`config.mk`:
```
export PLATFORM = sky130hd
export DESIGN_NAME = orv64_itb_reader
export DESIGN_NICKNAME = d
export VERILOG_FILES = /design/src/rtl/orv64_itb_reader.sv
export SDC_FILE = /design/constraint.sdc
export NUM_CORES = 1
export LEC_CHECK = 0
export ABC_CLOCK_PERIOD_IN_PS = 2600
export CAP_MARGIN = 40
export CORE_ASPECT_RATIO = 0.9
export CORE_MARGIN = 4
export CORE_UTILIZATION = 42
export CTS_BUF_LIST = sky130_fd_sc_hd__clkbuf_16
export DETAILED_ROUTE_END_ITERATION = 10
export PLACE_DENSITY = 0.79
export SYNTH_ARGS = -nofsm -noshare
export SYNTH_HDL_FRONTEND = slang
export SYNTH_SLANG_ARGS = --single-unit
export TNS_END_PERCENT = 100
```
`constraint.sdc`:
```
create_clock -name clk -period 2.6 [get_ports clk]
set_clock_uncertainty 0.15 [all_clocks]
set_input_delay 0.39 -clock clk [delete_from_list [all_inputs] [get_ports clk]]
set_output_delay 0.39 -clock clk [all_outputs]
set_load 0.01 [all_outputs]
```
`src/rtl/orv64_itb_reader.sv`:
```
// ORV64 instruction trace buffer reader.
//
// Drains a frozen trace buffer through its debug-access port. It streams every valid entry
// oldest-first on a valid/ready interface and marks the newest entry with out_last.
// On start it snapshots the buffer's last-written pointer and wrap flag. Each entry then takes
// three cycles:
//   RD  -> drive a RAM read
//   CAP -> register the read data
//   OUT -> hold it until the consumer accepts it
//
// Optional build macro ORV64_ITB_RD_CLEAR_EN enables read-and-clear. Each entry is zeroed in
// the CAP cycle, immediately after its data has been captured.

module orv64_itb_reader #(
  parameter int unsigned ADDR_W = 10,
  parameter int unsigned DATA_W = 39
) (
  input  logic              clk,
  input  logic              rst,
  input  logic              start,
  input  logic              abort,
  input  logic [ADDR_W-1:0] itb_last_ptr,
  input  logic              itb_wrapped,
  input  logic              itb_empty,
  output logic              dbg_en,
  output logic              dbg_rw,
  output logic [ADDR_W-1:0] dbg_addr,
  output logic [DATA_W-1:0] dbg_din,
  input  logic [DATA_W-1:0] dbg_dout,
  output logic              out_valid,
  input  logic              out_ready,
  output logic [DATA_W-1:0] out_data,
  output logic              out_last,
  output logic              busy,
  output logic              done
);

  typedef enum logic [2:0] {
    StIdle,
    StRd,
    StCap,
    StOut,
    StFin
  } state_e;

  localparam logic [ADDR_W-1:0] AddrOne = ADDR_W'(1);
  localparam logic [ADDR_W:0]   CntOne  = (ADDR_W + 1)'(1);
  // A wrapped buffer holds the full 2^ADDR_W entries.
  localparam logic [ADDR_W:0]   CntFull = {1'b1, {ADDR_W{1'b0}}};

  state_e              state_q, state_d;
  logic [ADDR_W-1:0]   rd_addr_q, rd_addr_d;
  logic [ADDR_W:0]     remaining_q, remaining_d;
  logic [DATA_W-1:0]   out_data_q, out_data_d;
  logic                out_last_q, out_last_d;

  // State and datapath registers with synchronous active-high reset.
  always_ff @(posedge clk) begin
    if (rst) begin
      state_q     <= StIdle;
      rd_addr_q   <= '0;
      remaining_q <= '0;
      out_data_q  <= '0;
      out_last_q  <= 1'b0;
    end else begin
      state_q     <= state_d;
      rd_addr_q   <= rd_addr_d;
      remaining_q <= remaining_d;
      out_data_q  <= out_data_d;
      out_last_q  <= out_last_d;
    end
  end

  // Next-state logic: pointer snapshot, per-entry read/capture/handshake, and abort.
  always_comb begin
    state_d     = state_q;
    rd_addr_d   = rd_addr_q;
    remaining_d = remaining_q;
    out_data_d  = out_data_q;
    out_last_d  = out_last_q;

    unique case (state_q)
      StIdle: begin
        // Start takes priority over a simultaneous abort; abort alone is ignored here.
        if (start) begin
          if (itb_empty) begin
            state_d = StFin;
          end else begin
            if (itb_wrapped) begin
              // Oldest entry sits just after the newest one.
              rd_addr_d   = itb_last_ptr + AddrOne;
              remaining_d = CntFull;
            end else begin
              rd_addr_d   = '0;
              remaining_d = {1'b0, itb_last_ptr} + CntOne;
            end
            state_d = StRd;
          end
        end
      end

      StRd: begin
        if (abort) begin
          state_d = StFin;
        end else begin
          state_d = StCap;
        end
      end

      StCap: begin
        // On abort the read in flight is dropped and the output register is left alone.
        if (abort) begin
          state_d = StFin;
        end else begin
          out_data_d  = dbg_dout;
          out_last_d  = (remaining_q == CntOne);
          rd_addr_d   = rd_addr_q + AddrOne;
          remaining_d = remaining_q - CntOne;
          state_d     = StOut;
        end
      end

      StOut: begin
        if (abort) begin
          state_d = StFin;
        end else if (out_ready) begin
          if (remaining_q == '0) begin
            state_d = StFin;
          end else begin
            state_d = StRd;
          end
        end
      end

      StFin: begin
        state_d = StIdle;
      end

      default: begin
        state_d = StIdle;
      end
    endcase
  end

  // Decoded outputs: trace RAM port, stream handshake and status.
  always_comb begin
    dbg_en   = 1'b0;
    dbg_rw   = 1'b0;
    dbg_addr = '0;
    dbg_din  = '0;

    if (state_q == StRd) begin
      dbg_en   = 1'b1;
      dbg_addr = rd_addr_q;
    end

`ifdef ORV64_ITB_RD_CLEAR_EN
    // rd_addr_q still points at the entry being captured.
    // An aborted capture skips the clear, so uncaptured entries survive.
    if (state_q == StCap && !abort) begin
      dbg_en   = 1'b1;
      dbg_rw   = 1'b1;
      dbg_addr = rd_addr_q;
    end
`endif

    out_valid = (state_q == StOut);
    busy      = (state_q != StIdle);
    done      = (state_q == StFin);
  end

  assign out_data = out_data_q;
  assign out_last = out_last_q;

endmodule

```
==> metrics.csv <==
metric,value,unit
antenna fix cells,0,
gr usage total,0.188,
Post-Syn Instances,456,
layout cells sized above 1,0.0704,
CP arrival,1860,ps
postcts setup bufs,0,
fin nets,623,
wl on met1,3.94,mm
total chip power,2.70,mW
Cell Pwr Density,563,nW/um2
crit path capture type,primary output,
dpl hpwl,6.81,mm
total CTS buffers,9,
synth warn,0,
initial antenna violation count,0,
period utilisation layout,0.925,
Setup TNS,0,ps
Placer Congestion,0.866,
die height,93.4,um
"Clk pin slew, worst setup/hold paths",60,ps
post-route setup slack,196,ps
WP buf/inv,2,
Post-Place Setup Slack,183,ps
placed instance count,648,
startpoint class of the critical path,register,
CTS resizes,0,
crit-path cells,nor3b_1 > buf_4 > and2_1 > clkdlybuf4s50_1,
status,completed,
Placeable Area,7730,um2
final antenna-violating net count,0,
grt total ovfl,0,
first-pass GRT wire length,14.7,mm
die area,9620,um2
Max Transition Viols Final,0,
"EDFF count, synth",0,
required time worst endpoint,2060,ps
Main synth FF type,dfxtp_1,
"Area growth, synth to finish",40.9,%
Fill cells,672,
Synth Cell Area,3410,um2
CP max stage cell,clkdlybuf4s50_1,
Initial Util,0.440,
post-DR wirelength/cell,14.2,um
post-layout min period,2400,ps
final WL,9.41,mm
root buf cell,clkbuf_16,
largest net degree at the start of global routing,45,
post-synthesis sequential area ratio,0.376,
met3 wire len,916,um
Num Clock Sinks,64,
num ports,150,
CP Class,register to primary output,
fin util,0.620,
RSZ-0062 raised after global routing,false,
measured slew at the worst slew-check pin,640,ps
Top delay family on crit path,buffers and inverters,
mean post-synth cell area,7.47,um2
wire length on met2,4.39,mm
async set-reset flop share out of synthesis,0,
#FFs+latches synth,64,
vias in the first global route,3063,
final hold vios,0,
# DRC,0,
Netlist cell types,46,
Peak supply drop,0.325,mV
Port Buffer Count,109,
Via Count,3474,
Clock Latency Late Sink,330,ps
worst hold path type,register to register,
"Largest stage delay, worst path",530,ps
htree depth,3,
DRT iter0 DRCs,228,
Final Non-Filler Cells,664,
top routing layer used,met4,
Std-Cell Rows,30,
Crit Path Max Fanout,11,
Worst slew margin,0.573,
leakage,1.71,nW
TritonCTS clock tree,yes,
Setup Viol. Count Final,0,
drt pass-1 iters,5,
max_cap viols,0,
Vias/cell,5.23,
Max clock buf depth,2,
CTS hold repair buffers,0,
DIE WIDTH,103,um
fmax,416,MHz
logic make-up (layout without fill, tap and decap cells):
| kind of cell | after synthesis | in the layout | synth area share |
|---|---|---|---|
| other cells | 1 | 40 | 0.00110 |
| flops | 64 | 64 | 0.376 |
| simple gates | 197 | 197 | 0.276 |
| mux | 1 | 1 | 0.00331 |
| buf+inv | 70 | 143 | 0.126 |
| xor+xnor | 8 | 8 | 0.0206 |
| compound gates | 111 | 111 | 0.182 |
| fa+ha+maj | 4 | 4 | 0.0147 |
metal layers:
| metal | vias to the layer above | GRT usage |
|---|---|---|
| met5 | - | 0 |
| met4 | 0 | 0.0561 |
| met3 | 15 | 0.0604 |
| met2 | 163 | 0.296 |
| met1 | 1604 | 0.245 |
| li1 | 1692 | - |
cells in the mapped netlist (2+ instances only):
cell type,instances,share of area
nor3b_1,3,0.0066
and4_1,2,0.0051
ha_1,4,0.015
or3_1,6,0.011
or4b_2,2,0.0059
a21oi_1,63,0.093
o21ai_0,26,0.038
and2_1,13,0.024
a32oi_1,3,0.0077
nand4_1,3,0.0055
nor4_1,2,0.0037
nand3_1,12,0.018
a22oi_1,4,0.0088
nand3b_1,3,0.0066
nor3_1,17,0.025
clkbuf_1,20,0.022
nand2_1,95,0.10
inv_1,3,0.0033
nand2b_1,4,0.0073
nor2b_1,4,0.0073
nor2_1,22,0.024
xnor2_1,4,0.010
dfxtp_1,64,0.38
buf_2,6,0.0088
a211oi_1,2,0.0044
a31oi_1,6,0.011
and3_1,2,0.0037
buf_4,40,0.088
xor2_1,4,0.010
worst paths after layout:
kind                        to      startpoint  slack [ps]  cells past startpoint
hold / removal    out_data[23]    out_data[23]         300                      2
setup / recovery   dbg_addr[0]      state_q[2]         200                      4
hold reg to reg   out_data[23]    out_data[23]         300                      2
setup reg to reg    state_q[0]  remaining_q[0]         320                      6
per-stage QoR:
step                hold WS (ps)  instance area [um2]
floorplan                    318                 3550
global placement             291                 4470
detailed placement           297                 4470
CTS                          305                 4800
global route                 322                 4800
finish                       302                 4800
state kept, by name, summed over array words and instances, names as in the netlist:
name,cells
out_data,39
remaining_q,11
rd_addr_q,10
state_q,3
out_last,1
placed cells by master, fill, tap and decap left out, drive strengths merged, types with 3 or more instances in the layout:
cell type / synthesis / layout
clkdlybuf4s50: 0 / 108
nand2: 95 / 95
dfxtp: 64 / 64
a21oi: 63 / 63
conb: 1 / 40
o21ai: 27 / 27
nor2: 22 / 22
nor3: 17 / 17
buf: 47 / 16
and2: 14 / 14
nand3: 12 / 12
clkbuf: 20 / 9
or3: 6 / 6
a31oi: 6 / 6
inv: 3 / 6
nand2b: 4 / 4
xor2: 4 / 4
xnor2: 4 / 4
a22oi: 4 / 4
nor2b: 4 / 4
ha: 4 / 4
nor3b: 4 / 4
nand4: 3 / 3
nand3b: 3 / 3
a32oi: 3 / 3
a211oi: 3 / 3
power breakdown:
part	leakage [nW]	internal [mW]	switching [mW]	total, mW
Sequential	0.518	1.00	0.0264	1.03
Clock	0.157	0.850	0.466	1.32
Combinational	1.04	0.169	0.185	0.354
cell type report:
type	count	area, um2	share of cell area
inverter	3	11.3	0.00235
sequential	64	1280	0.267
multi-input combinational	361	1850	0.385
timing repair buffer	124	1210	0.252
clock inverter	7	103	0.0214
tap	96	120	0.0250
clock buffer	9	225	0.0469
tightest hold or removal path, delay by kind of cell (launching register included):
family,cells,cell delay (ps)
DFF,1,300
and+or+nand+nor,1,50
AOI/OAI and AO/OA,1,50
Note: power is estimated with default switching activity, not from simulation.
==> RTL change (same settings) <==
Reset style: asynchronous (`rst`), changed in one clocked block. Comments in the files are not updated.
--- a/src/rtl/orv64_itb_reader.sv
+++ b/src/rtl/orv64_itb_reader.sv
@@ -57,3 +57,3 @@
   // State and datapath registers with synchronous active-high reset.
-  always_ff @(posedge clk) begin
+  always_ff @(posedge clk or posedge rst) begin
     if (rst) begin
Formal check against the unedited RTL: differs if rst is asserted again (counterexample within 4 cycles, from zero or initial values and one cycle with rst high); with rst held inactive, the same outputs for 10 cycles.
==> RTL change against the original RTL <==
Count of clock-buffer cells in the layout unchanged. Worst setup slack lost 8.5 ps. Wire length decreased by 5.5%. Register-to-register slack improved by 130 ps. Via count fell by 16%. Sequential cell count unchanged. Cell area increased by 3.2%. Final cell count down 14%. Sequential share of layout area increased by 5.7 points. Synthesized area grew 4.4%. Synthesized cell count is 23% lower.
Power is not compared: it rests on default switching activity, and its combinational part moved more than twofold at a synthesized area within 25%.
==> RTL change: results (changes against the original RTL) <==
metric,value,unit,change
status,"finished, final reports clean",,unchanged
power.share.switching,0.333,,
layout-drive-gt1-share,0.172,,was 0.0704
final_net_count,525,,was 623
dp_hpwl,6850,um,was 6810 um
largest_reg_flops,39,,unchanged
ir_worst_vdd,0.000370,V,
yosys.area_share.adder,0.0141,,was 0.0147
routed_wl,8890,um,was 9410 um
clockBufferDepth,2,,unchanged
r2r-start,remaining_q[0]$_DFFE_PP0P_,,was remaining_q[0]$_SDFFE_PP0P_
synth_area_leaders,"dfrtp_1, mux2_2, buf_4, nor2_1, a21oi_1",,"was dfxtp_1, nand2_1, a21oi_1, buf_4, o21ai_0"
grt_pass1_vias,2834,,was 3063
cts_resized,0,,unchanged
synth_cell_type_count,52,,was 46
startpoint,state_q[1]$_DFFE_PP0P_,,was state_q[2]$_SDFFE_PP0P_
root_buffer,clkbuf_16,,unchanged
hp-class,in2async,,was reg2reg
grt_start_max_net_pins,36,,was 45
ff2ff_path_depth,7,,was 6
p_leak,0.00209,uW,
async_reset_ff_frac,1.00,,was 0
yosysSeqAreaShare,0.450,,was 0.376
powerSeq,1820,uW,
synth_mux_area_frac,0.126,,was 0.00331
vias,2929,,was 3474
reg2reg_setup_slack,450,ps,was 320 ps
firstDrtPassIters,4,,was 5
track_usage,0.180,,was 0.188
cts_buffers,9,,unchanged
synth_compound_area_frac,0.116,,was 0.182
p_seq_frac,0.351,,
diodes,0,,unchanged
slew_headroom,0.641,,was 0.573
fillers,660,,was 672
gp_congestion,0.797,,was 0.866
cts.reportedPaths.clkPinSlew,50,ps,
cp_max_fo,13,,was 11
antenna_found_initial,0,,unchanged
h-tree-depth,3,,unchanged
yosys.area_share.xor_xnor,0.0197,,was 0.0206
synth_commonest_cells,"dfrtp_1, buf_4, mux2_2",,"was nand2_1, dfxtp_1, a21oi_1"
drtIter0Drc,149,,was 228
ys.flop_type,dfrtp_1,,was dfxtp_1
ys_warn_count,0,,unchanged
grt_pass1_wl,14300,um,was 14700 um
[RTL change: kinds of logic (layout without fill, tap and decap cells)]
family,Yosys count,after routing
simple gates,103,103
compound gates,62,62
xor+xnor,8,8
fa+ha+maj,4,4
flops,64,64
buf+inv,67,149
other cells,1,40
mux,40,40
[RTL change: worst max-delay path, cell delays in order, from the launching register on]
cell and delay (ps):
dfrtp_2 480, nor3b_2 210, buf_4 180, and2_1 130, clkdlybuf4s50_1 560
[RTL change: layer usage]
| metal | up-vias | wire length [um] | track usage |
|---|---|---|---|
| li1 | 1390 | - | - |
| met1 | 1400 | 3790 | 0.230 |
| met2 | 128 | 4310 | 0.299 |
| met3 | 11 | 691 | 0.0535 |
| met4 | 0 | 105 | 0.0514 |
| met5 | - | 0 | 0 |
[RTL change: final timing paths]
kind | endpoint
max | dbg_addr[9]
min | out_data[31]$_DFFE_PP0P_
max reg2reg | state_q[2]$_DFFE_PP0P_
min reg2reg | rd_addr_q[9]$_DFFE_PP0P_
max in group asynchronous | state_q[1]$_DFFE_PP0P_
min in group clk | rd_addr_q[9]$_DFFE_PP0P_
[RTL change: metrics by stage]
step	worst slack, ps	utilization	hold slack (ps)	std cells	area (um^2)
2_1_floorplan	462	-	301	388	3700
3_3_place_gp	159	0.570	328	553	4640
3_5_place_dp	125	0.570	335	553	4640
4_1_cts	72.5	0.607	320	569	4940
5_1_grt	59.8	0.608	365	569	4950
6_report	188	0.608	309	569	4950
[RTL change: area by class of cell]
class,count,area [um^2],area share
Multi-Input combinational cell,257,1690,0.341
Clock inverter,7,72.6,0.0147
Clock buffer,9,225,0.0455
Tap cell,99,124,0.0250
Inverter,10,37.5,0.00759
Sequential cell,64,1600,0.324
Timing Repair Buffer,123,1200,0.242
